### src/rtl/weight_bank.sv
// Per-layer weight matrix store. Serves one layer on the w stream and optionally
// takes the updated matrix back on the result stream; loads weights via the init port.
//
//  state       | meaning
//  ------------+-----------------------------------------------------------
//  S_IDLE      | accept init (priority) or request; storage load or serve launch
//  S_SERVE     | w held valid and stable until the consumer takes it
//  S_WRITEBACK | wait for result; overwrite latched layer and bump update_count
module weight_bank #(
   parameter int NEURON_NUM        = 5,
   parameter int WEIGHT_CELL_WIDTH = 16,
   parameter int LAYER_NUM         = 4,
   parameter int LAYER_ADDR_WIDTH  = 2,
   parameter int COUNT_WIDTH       = 16
) (
   input  logic                                                clk,
   input  logic                                                rst,
   input  logic [LAYER_ADDR_WIDTH-1:0]                         req_layer,
   input  logic                                                req_update,
   input  logic                                                req_valid,
   output logic                                                req_ready,
   output logic [NEURON_NUM*NEURON_NUM*WEIGHT_CELL_WIDTH-1:0]  w,
   output logic                                                w_valid,
   input  logic                                                w_ready,
   input  logic [NEURON_NUM*NEURON_NUM*WEIGHT_CELL_WIDTH-1:0]  result,
   input  logic                                                result_valid,
   output logic                                                result_ready,
   input  logic [LAYER_ADDR_WIDTH-1:0]                         init_layer,
   input  logic [NEURON_NUM*NEURON_NUM*WEIGHT_CELL_WIDTH-1:0]  init_w,
   input  logic                                                init_valid,
   output logic                                                init_ready,
   output logic                                                busy,
   output logic [COUNT_WIDTH-1:0]                              update_count,
   output logic                                                error
);

   localparam int M = NEURON_NUM * NEURON_NUM * WEIGHT_CELL_WIDTH;

   typedef enum logic [1:0] {
      S_IDLE      = 2'd0,
      S_SERVE     = 2'd1,
      S_WRITEBACK = 2'd2
   } state_t;

   state_t                        r_state;
   logic [M-1:0]                  r_mem [LAYER_NUM];
   logic [M-1:0]                  r_w;
   logic                          r_w_valid;
   logic [LAYER_ADDR_WIDTH-1:0]   r_layer;
   logic                          r_update;
   logic [COUNT_WIDTH-1:0]        r_count;
   logic                          r_error;

   logic [M-1:0]                  w_rd;
   logic                          w_req_ok;
   logic                          w_init_ok;
   logic                          w_idle;

   assign w_idle    = (r_state == S_IDLE);
   assign w_req_ok  = (int'(req_layer) < LAYER_NUM);
   assign w_init_ok = (int'(init_layer) < LAYER_NUM);

   always_comb begin
      w_rd = '0;
      for (int i = 0; i < LAYER_NUM; i++) begin
         if (int'(req_layer) == i) w_rd = r_mem[i];
      end
   end

   always_ff @(posedge clk or negedge rst) begin
      if (!rst) begin
         r_state   <= S_IDLE;
         for (int i = 0; i < LAYER_NUM; i++) r_mem[i] <= '0;
         r_w       <= '0;
         r_w_valid <= 1'b0;
         r_layer   <= '0;
         r_update  <= 1'b0;
         r_count   <= '0;
         r_error   <= 1'b0;
      end else begin
         case (r_state)
            S_IDLE: begin
               // init wins a same-cycle collision; req_ready is low while init_valid is high
               if (init_valid) begin
                  if (w_init_ok) begin
                     for (int i = 0; i < LAYER_NUM; i++) begin
                        if (int'(init_layer) == i) r_mem[i] <= init_w;
                     end
                  end else begin
                     r_error <= 1'b1;
                  end
               end else if (req_valid) begin
                  if (w_req_ok) begin
                     r_layer   <= req_layer;
                     r_update  <= req_update;
                     r_w       <= w_rd;
                     r_w_valid <= 1'b1;
                     r_state   <= S_SERVE;
                  end else begin
                     r_error <= 1'b1;
                  end
               end
            end
            S_SERVE: begin
               if (w_ready) begin
                  r_w_valid <= 1'b0;
                  r_state   <= r_update ? S_WRITEBACK : S_IDLE;
               end
            end
            S_WRITEBACK: begin
               if (result_valid) begin
                  for (int i = 0; i < LAYER_NUM; i++) begin
                     if (int'(r_layer) == i) r_mem[i] <= result;
                  end
                  r_count <= r_count + 1'b1;
                  r_state <= S_IDLE;
               end
            end
            default: r_state <= S_IDLE;
         endcase
      end
   end

   assign init_ready   = w_idle;
   assign req_ready    = w_idle & ~init_valid;
   assign result_ready = (r_state == S_WRITEBACK);
   assign busy         = ~w_idle;
   assign w            = r_w;
   assign w_valid      = r_w_valid;
   assign update_count = r_count;
   assign error        = r_error;

endmodule

### config.mk
export PLATFORM = sky130hd
export DESIGN_NAME = weight_bank
export DESIGN_NICKNAME = d
export VERILOG_FILES = /design/src/rtl/weight_bank.sv
export SDC_FILE = /design/constraint.sdc
export NUM_CORES = 2
export LEC_CHECK = 0
export ABC_AREA = 1
export ABC_CLOCK_PERIOD_IN_PS = 3000
export CORE_AREA = 2 2 476 478
export CTS_CLUSTER_DIAMETER = 200
export DETAILED_ROUTE_END_ITERATION = 10
export DIE_AREA = 0 0 478 480
export PLACE_DENSITY = 0.68
export SLEW_MARGIN = 20
export SYNTH_ARGS = -nofsm -noshare
export SYNTH_HDL_FRONTEND = slang
export SYNTH_SLANG_ARGS = --single-unit
### constraint.sdc
create_clock -name clk -period 3 [get_ports clk]
set_input_delay 0.9 -clock clk [delete_from_list [all_inputs] [get_ports clk]]
set_output_delay 0.9 -clock clk [all_outputs]
set_load 0.01 [all_outputs]
; ---- After elaboration in Yosys (flattened, before gate mapping)
; Cells that the tools add are included.
; Widths: inputs -> output; s select.
[word_totals]
register_bits = 2022
word_cells = 77
[op_classes]
mux = 25
bitwise = 3
eq_ne = 24
n_addsub = 1
reduce_logical = 14
[ops]
columns = operator, n
row1 = $mux 400, 12
row2 = $mux 1600, 2
row3 = $pmux 1600 s2, 1
row4 = $reduce_and 5->1, 4
row5 = $add 16x1->16 const B, 1
row6 = $ne 2x1->1 const B, 8
row7 = $eq 2x2->1 const B, 7
row8 = $mux 2, 5
row9 = $ne 2x2->1 const B, 5
row10 = $eq 2x1->1 const B, 4
row11 = $logic_not 2->1, 4
row12 = $reduce_and 4->1, 2
row13 = $pmux 2 s3, 1
row14 = $reduce_bool 2->1, 2
row15 = $mux 1, 3
row16 = $reduce_and 3->1, 1
row17 = $not 1->1, 2
row18 = $pmux 1 s2, 1
row19 = $reduce_and 2->1, 1
row20 = $and 1x1->1, 1

; ---- Longest topological paths before layout
[logic_depth]
word_depth = 5
mapped_depth = 10

; ---- Least setup slack after synthesis
; No wires, ideal clock.
[synth_timing]
path_type = in2reg
start = in init_layer[1]
end = reg r_mem[289] (netlist bit)
t_arrival_ns = 1.908
path_stages = 8
slack_ns = 0.959
path_buffers = 3
path_cell_list = inv_1 -> o21ai_0 -> nand3_4 -> buf_6 -> buf_6 -> buf_2 -> nand2_1 -> o21ai_0
[synth_via]
elab_chain_cells = 3
[synth_lines]
columns = item, line
row1 = "start, declared", 28  ; input logic [LAYER_ADDR_WIDTH-1:0] init_layer,
row2 = $eq 2x1->1, 87  ; if (int'(init_layer) == i) r_mem[i] <= init_w;
row3 = $ne 2x1->1 (no source line), n/a
row4 = $reduce_and 5->1 (no source line), n/a
row5 = "end, declared", 46  ; logic [M-1:0] r_mem [LAYER_NUM];
; Every way passes these cells.
; A chain may end at the register's enable or synchronous reset.

; ---- Worst setup path after layout
[layout_timing]
start = reg r_w[308], in the netlist w[308]
end = out w[308]
[layout_rtl]
columns = item, line
row1 = "start, declared", 47  ; logic [M-1:0] r_w;
row2 = "start signal, assigned", 96  ; r_w <= w_rd;
row3 = "end, declared", 22  ; output logic [NEURON_NUM*NEURON_NUM*WEIGHT_CELL_WIDTH-1:0] w,
; No word-level cell between the ends.

==> out/qor.txt <==
=========================================================================================
Result of the run .......................................................... complete, no violations
Gpl congestion .............................................................        0.913
Initial Utilization ........................................................        0.388
Height of the die ..........................................................       480 µm
Slew at the pin closest to its max-slew limit ..............................      1250 ps
Number of cells in the design after placement ..............................        14300
IO buf count ...............................................................         1231
Number of violations of the max-capacitance limit ..........................            0
DR vias ....................................................................        76800
Hold Fails Final Rpt .......................................................            0
Clock Skews ................................................................      49.5 ps
Pin count of the biggest net entering global routing .......................          203
Cell-by-cell listing of the critical path .................................. clkdlybuf4s50_1
Routed via count divided by cell count .....................................         5.24
Setup_tns ..................................................................         0 ps
Cell Area, Synth ...........................................................    86900 µm²
Final ANT Viol Nets ........................................................            0
Sequential area share after synthesis ......................................        0.582
Worst-case hold slack ......................................................       480 ps
Peak VDD IR ................................................................     0.533 mV
Data arrival time of the critical path .....................................      2050 ps
Number of library cell types mapped by synthesis ...........................           27
Count of non-filler cells in the finished layout ...........................        14700
Aggregate global routing overflow ..........................................            0
Period utilization .........................................................        0.983
Biggest area consumer among synthesized cells .............................. sky130_fd_sc_hd__dfrtp_1
Layout Area Growth over Synthesis ..........................................        29.3%
GRT Total Usage ............................................................        0.255
Placeable core region ......................................................   224000 µm²
Class of the tightest hold or removal check ................................   reg -> reg
Pleak ......................................................................    0.0521 µW
Clk Tree Root Cell ......................................................... sky130_fd_sc_hd__clkbuf_16
Buffer levels on the longest clock path ....................................            3
Multi-input logic area .....................................................    32200 µm²
Clock-pin transition on the worst setup and hold timing paths ..............        60 ps
Most used standard cell by instance count after synthesis .................. sky130_fd_sc_hd__nand2_1
TritonCTS Buffers ..........................................................          206
Cell family contributing the most delay on the critical path ............... buffers and inverters
# setup viols final ........................................................            0
Ys flop type ............................................................... sky130_fd_sc_hd__dfrtp_1
Crit path buf inv count ....................................................            1
Synthesized instance count .................................................        10300
Starting DRC count in detailed routing .....................................         8044
Number of max-slew violations in the final report ..........................            0
Seq cells post-synth .......................................................         2022
First-pass GRT wire length .................................................    455000 µm
Fillcell total .............................................................        20400
Critical path's slowest cell ............................................... sky130_fd_sc_hd__clkdlybuf4s50_1
Number of remaining DRC errors .............................................            0
Drt pass-1 iters ...........................................................            7
Worst setup path class .....................................................   reg -> out
Flip-flop and latch area ...................................................    50600 µm²
Endpoint class of the critical path ........................................   output pin
Final nets .................................................................        12300
Fmax .......................................................................      339 MHz
Antenna violations before repair ...........................................           11
Critical path's largest stage delay ........................................       630 ps
Ys Warns ...................................................................            0
Full die area ..............................................................   229000 µm²
Critical Path RT ...........................................................      2100 ps
H-tree levels ..............................................................            4
Total length of routed wires ...............................................    301000 µm
Minimum period implied by the final worst setup slack ......................      2950 ps
CTS Sinks ..................................................................         2022
Highest fanout seen on the critical path ...................................            2
Proportion of register bits with asynchronous set or reset after synthesis .         1.00
Area share of the leading cell type in the synthesized netlist .............        0.582
Relative slew slack ........................................................        0.164
DR WL/cell .................................................................      20.5 µm
Unrepaired setup endpoints after global routing ............................        false
Overall Power ..............................................................    101000 µW
Share of cells above drive strength 1 ......................................        0.108
Via count of the first global-routing pass .................................        74000
Power per cell area ........................................................   902 nW/µm²
Nets in the synthesized netlist ............................................        11100
DP Wirelength ..............................................................    209000 µm
Nature of the critical path startpoint .....................................     register
IO Count ...................................................................         1233
Most numerous cell types in the synthesized netlist ........................ 4040 x sky130_fd_sc_hd__nand2_1, 2133 x sky130_fd_sc_hd__o21ai_0, 2022 x sky130_fd_sc_hd__dfrtp_1, 527 x sky130_fd_sc_hd__clkbuf_1, 400 x sky130_fd_sc_hd__or2_2
Clock insertion delay at the later pin of the skew report ..................       860 ps
TritonCTS clock tree .......................................................        built
Cell types occupying the most area after synthesis ......................... sky130_fd_sc_hd__dfrtp_1 58%, sky130_fd_sc_hd__nand2_1 17%, sky130_fd_sc_hd__o21ai_0 12%
Average footprint of a synthesized cell ....................................     8.47 µm²
Die width ..................................................................       478 µm
Standard-cell row count ....................................................          174
Number of synthesized flops with an enable pin .............................            0
=========================================================================================
[metrics by stage]
stage	util	setup slack (ps)	cell area (µm²)
after floorplan	-	959	86900
after global placement	0.470	-81.2	105000
after detailed placement	0.470	-34.4	105000
after CTS	0.502	0.860	112000
after global routing	0.502	4.09	112000
final	0.502	49.6	112000
[final cells by class]
class / instances / share of cell area
clock inverters: 81 / 0.00894
repair buffers: 1733 / 0.160
repair inverters: 1 / 0.0000779
diodes: 5 / 0.000111
clock buffers: 302 / 0.0540
well taps: 2992 / 0.0333
multi-input cells: 7305 / 0.286
inverters: 224 / 0.00776
flip-flops and latches: 2022 / 0.450
[final timing paths]
path | startpoint | endpoint | slack [ps] | depth (start not counted)
setup / recovery | w[308] | w[308] | 50 | 1
hold / removal | w[209] | w[209] | 480 | 2
setup reg to reg | r_state[0] | r_mem[401] | 270 | 7
hold reg to reg | w[209] | w[209] | 480 | 2
max in group asynchronous | rst | w[107] | 1210 | 3
min in group asynchronous | rst | r_mem[1169] | 600 | 2
[power by group]
| group | total [µW] | switching [µW] | internal, µW |
|---|---|---|---|
| Sequential | 47200 | 7780 | 39400 |
| Clock | 26500 | 11200 | 15400 |
| Combinational | 27700 | 15200 | 12500 |
[placed cells by master (no fill, tap or decap), types with 147 or more instances in the layout]
cell type                            n
sky130_fd_sc_hd__nand2_1          4038
sky130_fd_sc_hd__o21ai_0          2133
sky130_fd_sc_hd__dfrtp_1          2018
sky130_fd_sc_hd__clkdlybuf4s50_1  1219
sky130_fd_sc_hd__or2_2             400
sky130_fd_sc_hd__buf_4             354
sky130_fd_sc_hd__inv_1             220
sky130_fd_sc_hd__nor2_1            216
sky130_fd_sc_hd__clkbuf_16         210
sky130_fd_sc_hd__nand3_1           207
sky130_fd_sc_hd__nand4_1           202
sky130_fd_sc_hd__buf_12            147
[cells by family (layout without fill, tap and decap cells)]
family	after synthesis	after routing	share of synthesized area
fa+ha+maj	1	1	0.000144
compound gates	2214	2214	0.128
other cells	1	6	0.0000432
flops	2022	2022	0.582
xor+xnor	11	11	0.00111
buf+inv	929	2341	0.0483
simple gates	5078	5078	0.241
[flip-flops by register name (all words and copies together), names as in the netlist]
| signal | flops |
|---|---|
| r_layer | 2 |
| r_mem | 1600 |
| r_state | 2 |
| r_update | 1 |
| update_count | 16 |
| w | 400 |
| w_valid | 1 |
[layer usage]
metal | up-vias | GRT usage | wire, µm
li1 | 35600 | - | -
met1 | 37500 | 0.341 | 125000
met2 | 3338 | 0.411 | 141000
met3 | 418 | 0.0548 | 25100
met4 | 2 | 0.0871 | 9820
met5 | - | 0 | 11
[timing repair]
action,4_1_cts,5_1_grt
resized for setup,18,0
hold buffers,1,0
hold endpoints to repair,27,0
endpoints found under the setup margin,12,0
setup buffers,3,0
(Power assumes the default switching activity.)
